[src/rtl/lcd_timing_driver.sv]
// 640x480@60 VGA timing generator: issues pixel coordinates DATA_LAT cycles early, drives registered sync/DE/RGB.
// Optional build macro LCD_TEST_PATTERN_EN replaces lcd_data with eight vertical colour bars.
module lcd_timing_driver #(
  parameter int H_SYNC   = 96,
  parameter int H_BACK   = 48,
  parameter int H_DISP   = 640,
  parameter int H_FRONT  = 16,
  parameter int V_SYNC   = 2,
  parameter int V_BACK   = 33,
  parameter int V_DISP   = 480,
  parameter int V_FRONT  = 10,
  parameter int DATA_LAT = 1
) (
  input  logic        clk,
  input  logic        rst,
  input  logic [15:0] lcd_data,
  output logic        lcd_request,
  output logic [10:0] lcd_xpos,
  output logic [10:0] lcd_ypos,
  output logic        lcd_hs,
  output logic        lcd_vs,
  output logic        lcd_de,
  output logic [15:0] lcd_rgb,
  output logic        lcd_frame_start
);

  localparam int H_TOTAL = H_SYNC + H_BACK + H_DISP + H_FRONT;
  localparam int V_TOTAL = V_SYNC + V_BACK + V_DISP + V_FRONT;
  localparam int H_START = H_SYNC + H_BACK;
  localparam int V_START = V_SYNC + V_BACK;

  localparam logic [10:0] HT_M1 = 11'(H_TOTAL - 1);
  localparam logic [10:0] VT_M1 = 11'(V_TOTAL - 1);
  localparam logic [10:0] HSY   = 11'(H_SYNC);
  localparam logic [10:0] VSY   = 11'(V_SYNC);
  localparam logic [10:0] HS    = 11'(H_START);
  localparam logic [10:0] HE    = 11'(H_START + H_DISP);
  localparam logic [10:0] VS    = 11'(V_START);
  localparam logic [10:0] VE    = 11'(V_START + V_DISP);
  localparam logic [10:0] HRS   = 11'(H_START - DATA_LAT);
  localparam logic [10:0] HRE   = 11'(H_START - DATA_LAT + H_DISP);

  logic [10:0] h_cnt, v_cnt;
  logic        v_in, vis, req;
  logic [15:0] pix;

  always_ff @(posedge clk or posedge rst) begin
    if (rst) begin
      h_cnt <= '0;
      v_cnt <= '0;
    end else if (h_cnt == HT_M1) begin
      h_cnt <= '0;
      v_cnt <= (v_cnt == VT_M1) ? '0 : v_cnt + 11'd1;
    end else begin
      h_cnt <= h_cnt + 11'd1;
    end
  end

  assign v_in = (v_cnt >= VS) && (v_cnt < VE);
  assign vis  = v_in && (h_cnt >= HS) && (h_cnt < HE);
  // Request window leads the visible window by DATA_LAT so the returned pixel lands exactly on it.
  assign req  = v_in && (h_cnt >= HRS) && (h_cnt < HRE);

  assign lcd_request = req && !rst;
  assign lcd_xpos    = lcd_request ? h_cnt - HRS : '0;
  assign lcd_ypos    = lcd_request ? v_cnt - VS  : '0;

`ifdef LCD_TEST_PATTERN_EN
  localparam logic [10:0] BAR_W = 11'(H_DISP / 8);
  logic [10:0] col, bar;
  logic        unused_data;
  assign unused_data = ^lcd_data;
  assign col = h_cnt - HS;
  assign bar = col / BAR_W;
  always_comb begin
    pix = 16'h07FF;
    case (bar)
      11'd0: pix = 16'hF800;
      11'd1: pix = 16'h07E0;
      11'd2: pix = 16'h001F;
      11'd3: pix = 16'hFFFF;
      11'd4: pix = 16'h0000;
      11'd5: pix = 16'hFFE0;
      11'd6: pix = 16'hF81F;
      default: pix = 16'h07FF;
    endcase
  end
`else
  assign pix = lcd_data;
`endif

  always_ff @(posedge clk or posedge rst) begin
    if (rst) begin
      lcd_hs          <= 1'b1;
      lcd_vs          <= 1'b1;
      lcd_de          <= 1'b0;
      lcd_rgb         <= '0;
      lcd_frame_start <= 1'b0;
    end else begin
      lcd_hs          <= (h_cnt >= HSY);
      lcd_vs          <= (v_cnt >= VSY);
      lcd_de          <= vis;
      lcd_rgb         <= vis ? pix : '0;
      lcd_frame_start <= (h_cnt == '0) && (v_cnt == '0);
    end
  end

endmodule

[config.mk]
export PLATFORM = sky130hd
export DESIGN_NAME = lcd_timing_driver
export DESIGN_NICKNAME = d
export VERILOG_FILES = /design/src/rtl/lcd_timing_driver.sv
export SDC_FILE = /design/constraint.sdc
export NUM_CORES = 1
export LEC_CHECK = 0
export CAP_MARGIN = 20
export CORE_MARGIN = 5
export CORE_UTILIZATION = 53
export CTS_BUF_LIST = sky130_fd_sc_hd__clkbuf_2 sky130_fd_sc_hd__clkbuf_4 sky130_fd_sc_hd__clkbuf_8
export CTS_CLUSTER_DIAMETER = 50
export CTS_CLUSTER_SIZE = 8
export DETAILED_ROUTE_END_ITERATION = 10
export DONT_BUFFER_PORTS = 1
export PLACE_DENSITY = 0.67
export SLEW_MARGIN = 20
export SYNTH_ARGS = -nofsm -noshare
export SYNTH_HDL_FRONTEND = slang
export SYNTH_SLANG_ARGS = --single-unit
[constraint.sdc]
create_clock -name clk -period 2.7 [get_ports clk]
set_input_delay 0.54 -clock clk [delete_from_list [all_inputs] [get_ports clk]]
set_output_delay 0.54 -clock clk [all_outputs]
set_load 0.005 [all_outputs]
==> impl_metrics.csv, run 1 <==
group,metric,value,unit
clock_tree,clk_pin_slew,0.08,ns
global_route,grt_max_degree,36,
pwr,ir_drop,0.000259,V
synthesis,seq_area_frac_synth,0.435,
place,dp.cells,319,
synthesis,netlist_area,2420,um2
setup_path,cp-end-kind,"primary output",
timing,finalClockSkew,0.00614,ns
synthesis,synth-seq-cells,42,
clock_tree,cts_htree_levels,2,
synthesis,synthTopCellsByArea,"dfrtp_1 41%, xnor2_1 5.4%, nor2_1 5.0%, nand2_1 4.2%, nor3_1 4.1%",
detailed_routing,post_drt_via_cell_ratio,5.89,
setup_path,crit_path_max_fanout,9,
die,coreArea,4380,um2
timing,worst_slack,0.0960,ns
clock_tree,cts_sinks,42,
place,place_area,2530,um2
setup_path,cpPeakStageDelay,0.54,ns
pwr,power_density,414,nW/um2
worst_hold_path,hp-class,"input port to async pin",
global_route,grtUsageTotal,0.192,
synthesis,syn_area_per_cell,9.03,um2
detailed_routing,drt-total-wl,5740,um
synthesis,ys_warn_count,0,
timing,grt_setup_unrepaired,"yes",
synthesis,synth_commonest_cells,"40 x dfrtp_1, 32 x nor2_1, 27 x nand2_1",
global_route,grt_pass1_vias,1873,
global_route,gr-total-overflow,0,
synthesis,synthFlopType,"dfrtp_1",
synthesis,synth_top_cell_by_area,"dfrtp_1",
cells_and_area,fin_util,0.632,
global_route,grt_pass1_wl,9410,um
clock_tree,clock_path_buffers,2,
cells_and_area,final_cells,334,
pwr,totalPowerFinal,1.15,mW
die,io_pins,61,
detailed_routing,dr.pass1.iters,4,
timing,finalCriticalPeriod,2.60,ns
die,initial_utilization,0.552,
die,die_w,77.6,um
clock_tree,cts_tree,"built",
die,die_area,6020,um2
detailed_routing,drt_iter0_markers,109,
flow_run,max_cap_viol_count,0,
global_route,antenna_found_initial,0,
die,fp.dieH,77.6,um
setup_path,cp.arrival,2.06,ns
setup_path,crit_chain,"or4_1 -> o21ai_2 -> o211ai_4 -> buf_6 -> a211oi_1 -> buf_4",
cells_and_area,fin_nets,304,
cells_and_area,drive_above_1_share,0.206,
cells_and_area,area_growth,14.4,%
clock_tree,clock_latency,0.29,ns
timing,fmax,384,MHz
place,dp_slack,0.234,ns
timing,fin_crit_sh,0.964,
timing,slew_headroom,0.547,
synthesis,ys_async_sr_fraction,1.00,
detailed_routing,wl_per_cell,17.2,um
setup_path,crit_slowest_cell,"or4_1",
timing,setup_viol,0,
cells_and_area,num-fill-cells,382,
run_status,outcome,"finished, final reports clean",
pwr,p_leak,1.18,nW
setup_path,crit_family,"simple AND/OR/NAND/NOR gates",
synthesis,syn_inst,268,
setup_path,critical_path_buf_inv_count,2,
cells_and_area,stdcell_area,2770,um2
synthesis,syn_nets,291,
place,place_congestion,0.858,
place,io_buffer_count,0,
place,dpl.hpwl,4040,um
synthesis,synth_top_area_share,0.414,
clock_tree,cts_made_buffers,5,
synthesis,synth_edf_count,0,
clock_tree,holdBufCountCts,0,
setup_path,start_kind,"flip-flop",
detailed_routing,antenna_left,0,
detailed_routing,drc,0,
timing,worst_slew_pin_slew,0.680,ns
synthesis,ys_types,49,
timing,drv_slew,0,
die,rows,24,
synthesis,yosysMostFrequentCell,"dfrtp_1",
setup_path,required,2.16,ns
detailed_routing,via_count,1968,
timing,hold_violations,0,
setup_path,path_class,"flip-flop to primary output",
clock_tree,ctsRootBufferMaster,"clkbuf_8",
cells_and_area,antenna_cells,0,
[state kept, by name (all words and copies together) (netlist names)]
name,cells
lcd_hs,1
lcd_de,1
v_cnt,11
lcd_frame_start,1
lcd_rgb,16
lcd_vs,1
h_cnt,11
[power breakdown]
part           switching [mW]  total [mW]  internal, mW
Combinational          0.0121      0.0134       0.00132
Clock                   0.218       0.504         0.286
Sequential                  0       0.628         0.628
Total                   0.230        1.15         0.916
[metrics by stage]
stage | hold slack (ns) | setup TNS (ns)
2_1_floorplan | 0.504 | 0
3_3_place_gp | 0.392 | 0
3_5_place_dp | 0.397 | 0
4_1_cts | 0.0780 | 0
5_1_grt | 0.0909 | -0.0138
6_report | 0.0731 | 0
[placed cells by master, fill, tap and decap left out, types with 2 or more instances in the layout]
cell type and instances:
or3_1 3, nand4_1 8, buf_4 25, buf_6 2, nor4_4 3, xor2_1 8, nand2_1 27, xnor2_1 15
and4_1 3, a211oi_1 2, o21ai_2 2, nor3_1 20, and3_1 5, o21ai_0 9, nand3_1 14, nor2_1 32
clkbuf_8 5, nor4b_1 2, dfstp_2 2, nor3b_1 3, inv_1 9, ha_1 5, nor2b_1 2, dfrtp_1 33
a21oi_1 7, dfrtp_2 7, or4b_1 2
[cell families after synthesis]
group | after synthesis | share of synthesized area
and+or+nand+nor | 136 | 0.303
muxes | 1 | 0.00414
buffers and inverters | 30 | 0.0620
DFF | 42 | 0.435
AOI/OAI and AO/OA | 31 | 0.0863
adders and majority gates | 5 | 0.0259
xor gates and xnor gates | 23 | 0.0832
[metal layers]
| metal | vias up | track usage | wire length [um] |
|---|---|---|---|
| met5 | - | 0 | 0 |
| met4 | 0 | 0.0619 | 88 |
| met3 | 11 | 0.0486 | 333 |
| met2 | 61 | 0.311 | 2910 |
| met1 | 939 | 0.252 | 2420 |
| li1 | 957 | - | - |
[area by class of cell]
cell class / instances / area [um2] / area share
Tap cell: 52 / 65.1 / 0.0235
Sequential cell: 42 / 1060 / 0.384
Clock inverter: 2 / 37.5 / 0.0136
Inverter: 9 / 33.8 / 0.0122
Clock buffer: 6 / 76.3 / 0.0276
Multi-Input combinational cell: 196 / 1280 / 0.464
Timing Repair Buffer: 27 / 210 / 0.0759
[final timing paths]
kind | from | endpoint | slack (ns) | cells past startpoint
min in group clk | lcd_data[9] | lcd_rgb[9] | 0.34 | 2
worst max register to register | h_cnt[6] | h_cnt[9] | 0.70 | 5
worst min register to register | h_cnt[0] | h_cnt[0] | 0.52 | 1
max in group asynchronous | rst | v_cnt[5] | 1.85 | 2
worst max-delay path | v_cnt[5] | lcd_xpos[10] | 0.1 | 6
worst min-delay path | rst | v_cnt[10] | 0.07 | 1
[worst reg2reg max path, cell delays in order (launching register included)]
cell	delay, ns
dfrtp_1	0.51
buf_4	0.22
nor3b_1	0.27
and3_1	0.49
o21ai_0	0.16
a22o_1	0.24
[repair_timing]
item / in CTS / in global routing
pin swaps: 1 / 2
buffers inserted: 1 / 6
endpoints found under the setup margin: 19 / 23
resized for setup: 1 / 15
gates cloned: 0 / 0
Note: power is estimated with default switching activity, not from simulation.
==> run 2, diff against run 1 <==
--- a/config.mk
+++ b/config.mk
@@ -14,6 +14,7 @@
 export DETAILED_ROUTE_END_ITERATION = 10
 export DONT_BUFFER_PORTS = 1
 export PLACE_DENSITY = 0.67
+export SKIP_CTS_REPAIR_TIMING = 1
 export SLEW_MARGIN = 20
 export SYNTH_ARGS = -nofsm -noshare
 export SYNTH_HDL_FRONTEND = slang
==> impl_metrics.csv, run 2 (synthesis gave the netlist of run 1 again) <==
group,metric,value,unit
timing,setup_viol,0,
detailed_routing,drc,0,
timing,drv_slew,0,
detailed_routing,antenna_left,0,
detailed_routing,dr.pass1.iters,4,
setup_path,crit_path_max_fanout,9,
run_status,outcome,"finished, final reports clean",
setup_path,start_kind,"flip-flop",
global_route,gr-total-overflow,0,
timing,worst_slack,0.102,ns
timing,fmax,385,MHz
place,dp_slack,0.234,ns
clock_tree,clock_latency,0.29,ns
place,place_congestion,0.858,
global_route,grt_max_degree,36,
place,io_buffer_count,0,
detailed_routing,via_count,1966,
setup_path,cpPeakStageDelay,0.54,ns
cells_and_area,reg_top3,"lcd_rgb x16, h_cnt x11, v_cnt x11",
setup_path,cp.arrival,2.06,ns
cells_and_area,num-fill-cells,379,
clock_tree,cts_htree_levels,2,
clock_tree,cts_sinks,42,
timing,slew_headroom,0.552,
timing,fin_hold_ws,0.0740,ns
setup_path,crit_slowest_cell,"or4_1",
die,fp.dieH,77.6,um
worst_hold_path,hp-class,"input port to async pin",
cells_and_area,final_common_cell,"dfrtp_1",
setup_path,cp-end-kind,"primary output",
global_route,grt_pass1_wl,9400,um
die,initial_utilization,0.552,
pwr,power_density,412,nW/um2
setup_path,path_class,"flip-flop to primary output",
place,dpl.hpwl,4040,um
detailed_routing,drt_iter0_markers,86,
clock_tree,cts_made_buffers,5,
timing,worst_slew_pin_slew,0.671,ns
cells_and_area,drive_above_1_share,0.206,
timing,finalCriticalPeriod,2.60,ns
global_route,antenna_found_initial,0,
global_route,grtUsageTotal,0.192,
die,rows,24,
clock_tree,clk_pin_slew,0.08,ns
detailed_routing,drt-total-wl,5730,um
die,io_pins,61,
timing,hold_violations,0,
setup_path,required,2.16,ns
clock_tree,cts_tree,"built",
pwr,p_leak,1.18,nW
cells_and_area,stdcell_area,2780,um2
cells_and_area,fin_nets,303,
cells_and_area,top_register,"lcd_rgb",
cells_and_area,antenna_cells,0,
cells_and_area,mostFrequentLayoutCells,"33 x dfrtp_1, 32 x nor2_1, 27 x nand2_1, 24 x buf_4, 20 x nor3_1",
die,die_area,6020,um2
flow_run,max_cap_viol_count,0,
cells_and_area,area_growth,14.9,%
timing,fin_crit_sh,0.962,
place,place_area,2530,um2
setup_path,crit_chain,"or4_1 -> o21ai_2 -> o211ai_4 -> buf_6 -> a211oi_1 -> buf_4",
pwr,ir_drop,0.000266,V
detailed_routing,post_drt_via_cell_ratio,5.90,
clock_tree,ctsRootBufferMaster,"clkbuf_8",
global_route,grt_pass1_vias,1868,
die,coreArea,4380,um2
timing,finalClockSkew,0.00538,ns
clock_tree,clock_path_buffers,2,
cells_and_area,largest_reg_flops,16,
detailed_routing,wl_per_cell,17.2,um
die,die_w,77.6,um
run 2: critical path: cells and delay by family (launching register included):
family                 cells  cell delay [ns]
AO/OA/AOI/OAI              3             0.49
buffers and inverters      2             0.30
flip-flops                 1             0.45
AND/OR/NAND/NOR            1             0.54
run 2: stage by stage:
stage | utilization | power (mW) | instances | setup TNS, ns
finish | 0.634 | 1.15 | 333 | 0
global route | 0.634 | 1.19 | 333 | -0.0101
CTS | 0.602 | 1.15 | 327 | -0.809
detailed placement | 0.576 | 0.656 | 319 | 0
global placement | 0.576 | 0.656 | 319 | 0
floorplan | - | 0.650 | 268 | 0
run 2: worst paths after layout:
path                                   start           end  slack (ns)  cells after the start
worst max-delay path                v_cnt[5]  lcd_xpos[10]        0.10                      6
worst min-delay path                     rst     v_cnt[10]        0.07                      1
worst max register to register      h_cnt[6]      h_cnt[9]        0.69                      5
worst min register to register      h_cnt[0]      h_cnt[0]        0.52                      1
max in group asynchronous                rst      v_cnt[5]        1.85                      2
min in group clk                lcd_data[13]   lcd_rgb[13]        0.34                      2
run 2: where the power goes:
| group | switching [mW] | total, mW | internal, mW |
|---|---|---|---|
| clock network | 0.218 | 0.504 | 0.286 |
| registers | 0 | 0.628 | 0.628 |
| logic | 0.0120 | 0.0134 | 0.00132 |
| total | 0.230 | 1.15 | 0.916 |
run 2: layout make-up:
class	count	area [um2]	area share
sequential	42	1060	0.382
timing repair buffer	26	203	0.0729
inverter	9	33.8	0.0122
clock inverter	2	37.5	0.0135
clock buffer	6	76.3	0.0275
tap	52	65.1	0.0234
multi-input combinational	196	1300	0.468
run 2: per-layer routing:
| metal | GRT usage | wire length [um] |
|---|---|---|
| met5 | 0 | 0 |
| met1 | 0.251 | 2360 |
| met4 | 0.0619 | 114 |
| met3 | 0.0486 | 344 |
| met2 | 0.311 | 2910 |
==> run 3, diff against run 2 <==
==> constraint.sdc (replaced) <==
create_clock -name clk -period 3.3 [get_ports clk]
set_input_delay 0.66 -clock clk [delete_from_list [all_inputs] [get_ports clk]]
set_output_delay 0.66 -clock clk [all_outputs]
set_load 0.005 [all_outputs]
==> impl_metrics.csv, run 3 (synthesis gave the netlist of run 1 again) <==
group,metric,value,unit
setup_path,cp.arrival,2.47,ns
setup_path,cp-end-kind,"primary output",
detailed_routing,drc,0,
cells_and_area,area_growth,6.98,%
global_route,grt_max_degree,27,
setup_path,required,2.64,ns
pwr,p_seq_frac,0.597,
detailed_routing,via_count,1912,
setup_path,crit_slowest_cell,"a2111o_1",
detailed_routing,drt_iter0_markers,149,
setup_path,r2r_cells,6,
timing,fin_setup_tns,0,ns
global_route,use_met1,0.247,
setup_path,critical_path_buf_inv_count,1,
pwr,p_leak,1.10,nW
cells_and_area,drive_above_1_share,0.134,
detailed_routing,post_drt_via_cell_ratio,5.98,
timing,fin_hold_ws,0.192,ns
setup_path,crit_path_max_fanout,19,
cells_and_area,reg_top3,"lcd_rgb x16, h_cnt x11, v_cnt x11",
cells_and_area,largest_reg_flops,16,
place,dpl.hpwl,4060,um
setup_path,cpPeakStageDelay,0.55,ns
global_route,met2_usage,0.315,
clock_tree,cts_tree,"built",
cells_and_area,final_common_cell,"dfrtp_1",
pwr,p_int,675,uW
timing,finalClockSkew,0.00772,ns
timing,drv_slew,0,
clock_tree,cts_htree_levels,2,
cells_and_area,antenna_cells,0,
detailed_routing,dr.pass1.iters,4,
place,place_area,2470,um2
place,place_congestion,0.881,
setup_path,crit_chain,"a2111o_1 -> a21o_1 -> o211ai_4 -> buf_4 -> nor3_1",
die,rows,24,
setup_path,r2r-start,"v_cnt[0]",
cells_and_area,ff_latch_area,1050,um2
timing,fmax,320,MHz
cells_and_area,stdcell_area,2590,um2
worst_hold_path,hp-class,"input port to async pin",
global_route,grt_pass1_wl,9340,um
cells_and_area,top_register,"lcd_rgb",
die,io_pins,61,
timing,hold_violations,0,
global_route,gr-usage-met3,0.0544,
clock_tree,clk_pin_slew,0.08,ns
die,die_w,77.6,um
flow_run,max_cap_viol_count,0,
die,die_area,6020,um2
pwr,p_sw,186,uW
setup_path,r2r_slack,0.90,ns
cells_and_area,num-fill-cells,392,
setup_path,path_class,"flip-flop to primary output",
timing,worst_slew_pin_slew,0.695,ns
pwr,totalPowerFinal,861,uW
cells_and_area,fin_util,0.590,
pwr,p_sw_frac,0.216,
pwr,ir_drop,0.000164,V
run_status,outcome,"finished, final reports clean",
setup_path,r2r_end,"lcd_rgb[2]",
timing,grt_setup_unrepaired,"no",
detailed_routing,antenna_left,0,
clock_tree,cts_sinks,42,
timing,fin_crit_sh,0.947,
clock_tree,ctsRootBufferMaster,"clkbuf_8",
die,initial_utilization,0.552,
global_route,gr-total-overflow,0,
detailed_routing,drt-total-wl,5480,um
place,io_buffer_count,0,
die,fp.dieH,77.6,um
die,coreArea,4380,um2
clock_tree,clock_path_buffers,2,
timing,finalCriticalPeriod,3.13,ns
global_route,antenna_found_initial,0,
cells_and_area,multi_input_area,1240,um2
pwr,clkPwrFrac,0.387,
timing,setup_viol,0,
timing,slew_headroom,0.531,
cells_and_area,mostFrequentLayoutCells,"40 x dfrtp_1, 32 x nor2_1, 27 x nand2_1, 20 x nor3_1",
setup_path,start_kind,"flip-flop",
cells_and_area,fin_nets,290,
pwr,combPwrFrac,0.016,
clock_tree,cts_made_buffers,5,
global_route,grt_pass1_vias,1864,
setup_path,crit_family,"compound AO/OA/AOI/OAI gates",
clock_tree,clock_latency,0.29,ns
global_route,busiest_layer,"met2",
global_route,grtUsageTotal,0.190,
detailed_routing,wl_per_cell,17.1,um
pwr,power_density,333,nW/um2
==> run 3: how the worst max path moves through the flow <==
stage               slack [ns]     start  cells after the start     endpoint
floorplan                 0.96  v_cnt[0]                      6  lcd_xpos[7]
global placement          0.45  v_cnt[0]                      6  lcd_ypos[4]
detailed placement        0.38  v_cnt[0]                      6  lcd_ypos[4]
CTS                       0.01  v_cnt[0]                      6  lcd_ypos[4]
global route              0.02  v_cnt[0]                      5  lcd_ypos[4]
finish                    0.17  v_cnt[0]                      5  lcd_ypos[4]
==> run 3: layout make-up <==
type                    count  area share
inverters                   9      0.0130
well taps                  52      0.0251
multi-input cells         196       0.479
flip-flops and latches     42       0.407
clock inverters             2     0.00532
repair buffers             13      0.0406
clock buffers               6      0.0295
==> run 3: routing by layer <==
layer / wire length [um] / vias to the layer above
met1: 2420 / 930
met5: 0 / -
li1: - / 932
met3: 330 / 2
met2: 2700 / 48
met4: 22 / 0
==> run 3: metrics by stage <==
stage / worst slack (ns) / std cells
2_1_floorplan: 0.964 / 268
4_1_cts: 0.00991 / 319
3_5_place_dp: 0.375 / 311
6_report: 0.174 / 320
5_1_grt: 0.0201 / 320
3_3_place_gp: 0.450 / 311
==> run 3: power by group through the flow <==
stage          Clock (mW)  Sequential, mW  Combinational, mW
3_3_place_gp            0           0.524             0.0126
5_1_grt             0.378           0.514             0.0167
6_report            0.333           0.514             0.0138
3_5_place_dp            0           0.524             0.0127
4_1_cts             0.349           0.514             0.0127
2_1_floorplan           0           0.524            0.00775
==> edit: new RTL, config.mk and constraints of run 1 <==
The output `lcd_vs` loses its register stage (`lcd_vs` becomes a continuous assignment).
--- a/src/rtl/lcd_timing_driver.sv
+++ b/src/rtl/lcd_timing_driver.sv
@@ -94,3 +94,2 @@
       lcd_hs          <= 1'b1;
-      lcd_vs          <= 1'b1;
       lcd_de          <= 1'b0;
@@ -100,3 +99,2 @@
       lcd_hs          <= (h_cnt >= HSY);
-      lcd_vs          <= (v_cnt >= VSY);
       lcd_de          <= vis;
@@ -107,2 +105,4 @@
 
+  assign lcd_vs = (v_cnt >= VSY);
+
 endmodule
Check against the original RTL: not equivalent (Yosys sat finds a counterexample within 4 cycles, from zero or initial values and one cycle with rst high).
==> edit against run 1 <==
Final area increased by 2.4%. Setup slack got worse by 0.092 ns. Clock power increased by 2%. Wire length decreased by 0.89%. Power about the same. Sequential cell count decreased by 1. Highest routed layer unchanged. Area after synthesis increased by 4.9%. Maximum frequency decreased by 3.4%. Non-clock buffer count unchanged. Critical path depth decreased by 1.
==> edit: results (changes against run 1) <==
* Met3 Track Usage GR at 5.782% (+0.92 points)
* Clk slew on worst S/H paths at 0.08 ns (about the same)
* Slowest cell on the critical path: or4_4
* Port bufs at 0 (unchanged)
* Root buf cell: clkbuf_8
* R2r worst-path depth at 4 (-1)
* First-pass GRT wire length at 9273 microns (-1.5%)
* DRT antenna net count at 0 (unchanged)
* Sequential fraction of the synthesis area at 40.46% (-3.1 points)
* Tmin final at 2.696 ns (+0.09211 ns)
* DR vias at 1948 (-1.0%)
* Setup crit end: lcd_xpos[2]
* Number of flops mapped to enable cells by yosys at 0 (unchanged)
* Crit path DAT at 2.16 ns (+0.10 ns)
* Cells after DPL at 307 (-3.8%)
* Later-pin clock latency in the skew report at 0.29 ns (about the same)
* GP Congestion at 0.8816 (+2.8%)
* Crit path largest cell delay at 0.58 ns (+0.04 ns)
* Fin cells at 316 (-5.4%)
* Cell Area, Placed at 2666 sq um (+5.5%)
* Worst slew pin tran at 0.6089 ns (-0.07105 ns)
* Grt met2 use at 29.88% (-1.2 points)
* Met1 wire length at 2547 microns (+5.5%)
* Leakage at 1.223 nW (+3.7%)
* Initial antenna violation count at 0 (unchanged)
* Outcome: complete, no violations
* Final Skew at 0.002843 ns (-0.003292 ns)
* Fin nets at 284 (-6.6%)
* Max FO, Critical Path at 16 (+7)
* Clock buffer depth at 2 (unchanged)
* Pre-CTS setup slack at 0.1531 ns (-0.08077 ns)
* Highest routed layer: met4
* Drt wl/cell at 18.01 microns (+4.8%)
* VDD IR-drop max at 0.2025 mV (-22%)
* Initial DRC count at 76 (-30%)
* Routed length on met3 at 461 microns (+38%)
* DP HPWL at 4097 microns (+1.3%)
* Hold Crit Class: input pin to asynchronous set/reset pin
* Largest net degree at the start of global routing at 22 (-39%)
* R2R Setup Slk at 0.51 ns (-0.19 ns)
* Critical path's top delay family: simple AND/OR/NAND/NOR gates
* Post-synth top cells: 40 x dfrtp_1, 14 x nand2_1, 14 x nor2_1, 14 x nor3_1
* Top flop regs: lcd_rgb: 16 flops, h_cnt: 11 flops, v_cnt: 11 flops
* Tot GR Track Use at 18.95% (-0.23 points)
* Asr flop ratio synth at 100.0% (unchanged)
* Ys flop type: dfrtp_1
* Diodes inserted at 0 (unchanged)
* Critical Path Source: h_cnt[5]$_DFF_PP0_
* CP Launch Type: flop
* Met2 WL at 2609 microns (-10%)
* DR pass1 iterations at 5 (+1)
* RR Startpoint: h_cnt[8]$_DFF_PP0_
* Number of global-route vias before repair at 1844 (-1.5%)
* Routing usage on met1 at 25.00% (-0.19 points)
* Synth area leaders: dfrtp_1 39%, nor3b_2 4.4%, nor3_2 4.3%
* Synth unique cells at 52 (+6.1%)
* Fraction of layout cells with a size suffix above 1 at 27.48% (+6.9 points)
* Critical R2R Capture: h_cnt[9]$_DFF_PP0_
* Syn Area/Cell at 10.07 sq um (+12%)
* Cts bufs inserted at 5 (unchanged)
## edit: changes by cell type after synthesis, sizes merged, moves of 5 or more
cell,before,now
clkbuf,6,11
nor3b,3,18
nor2,32,14
or4,1,6
nand2,27,14
## edit: worst min path at each step
stage | from | cells after the start | slack (ns) | to
final | rst | 2 | 0.17 | lcd_rgb[1]$_DFF_PP0_
after global routing | rst | 2 | 0.21 | lcd_rgb[4]$_DFF_PP0_
after global placement | rst | 2 | 0.49 | h_cnt[6]$_DFF_PP0_
after detailed placement | rst | 2 | 0.50 | h_cnt[6]$_DFF_PP0_
after CTS | rst | 2 | 0.17 | lcd_rgb[7]$_DFF_PP0_
after floorplan | h_cnt[0]$_DFF_PP0_ | 1 | 0.51 | h_cnt[0]$_DFF_PP0_
## edit: logic make-up (layout without fill, tap and decap cells)
logic type / count (synthesis) / count (layout) / synth area share (%)
simple gates: 119 / 119 / 32.04
flops: 41 / 41 / 40.46
fa+ha+maj: 5 / 5 / 2.464
compound gates: 28 / 28 / 9.069
xor+xnor: 24 / 24 / 8.280
buf+inv: 34 / 44 / 7.294
mux: 1 / 1 / 0.3943
## edit: repair_timing
| action | 4_1_cts | 5_1_grt |
|---|---|---|
| resized for setup | 2 | 8 |
| gates cloned | 0 | 0 |
| buffers inserted | 1 | 0 |
| setup endpoints to repair | 23 | 23 |
| hold buffers | 0 | 0 |
| pin swaps | 1 | 0 |
## edit: where the power goes
group | switching, mW | internal [mW]
sequential | 0 | 0.613
combinational | 0.0121 | 0.00600
clock | 0.214 | 0.300
total | 0.226 | 0.920
## edit: area by class of cell
type,count,area [sq um]
fill,419,1856
multi-input combinational,177,1361
sequential,41,1031
timing repair buffer,27,222.7
clock buffer,6,82.58
tap,54,67.56
clock inverter,2,37.54
inverter,9,33.78
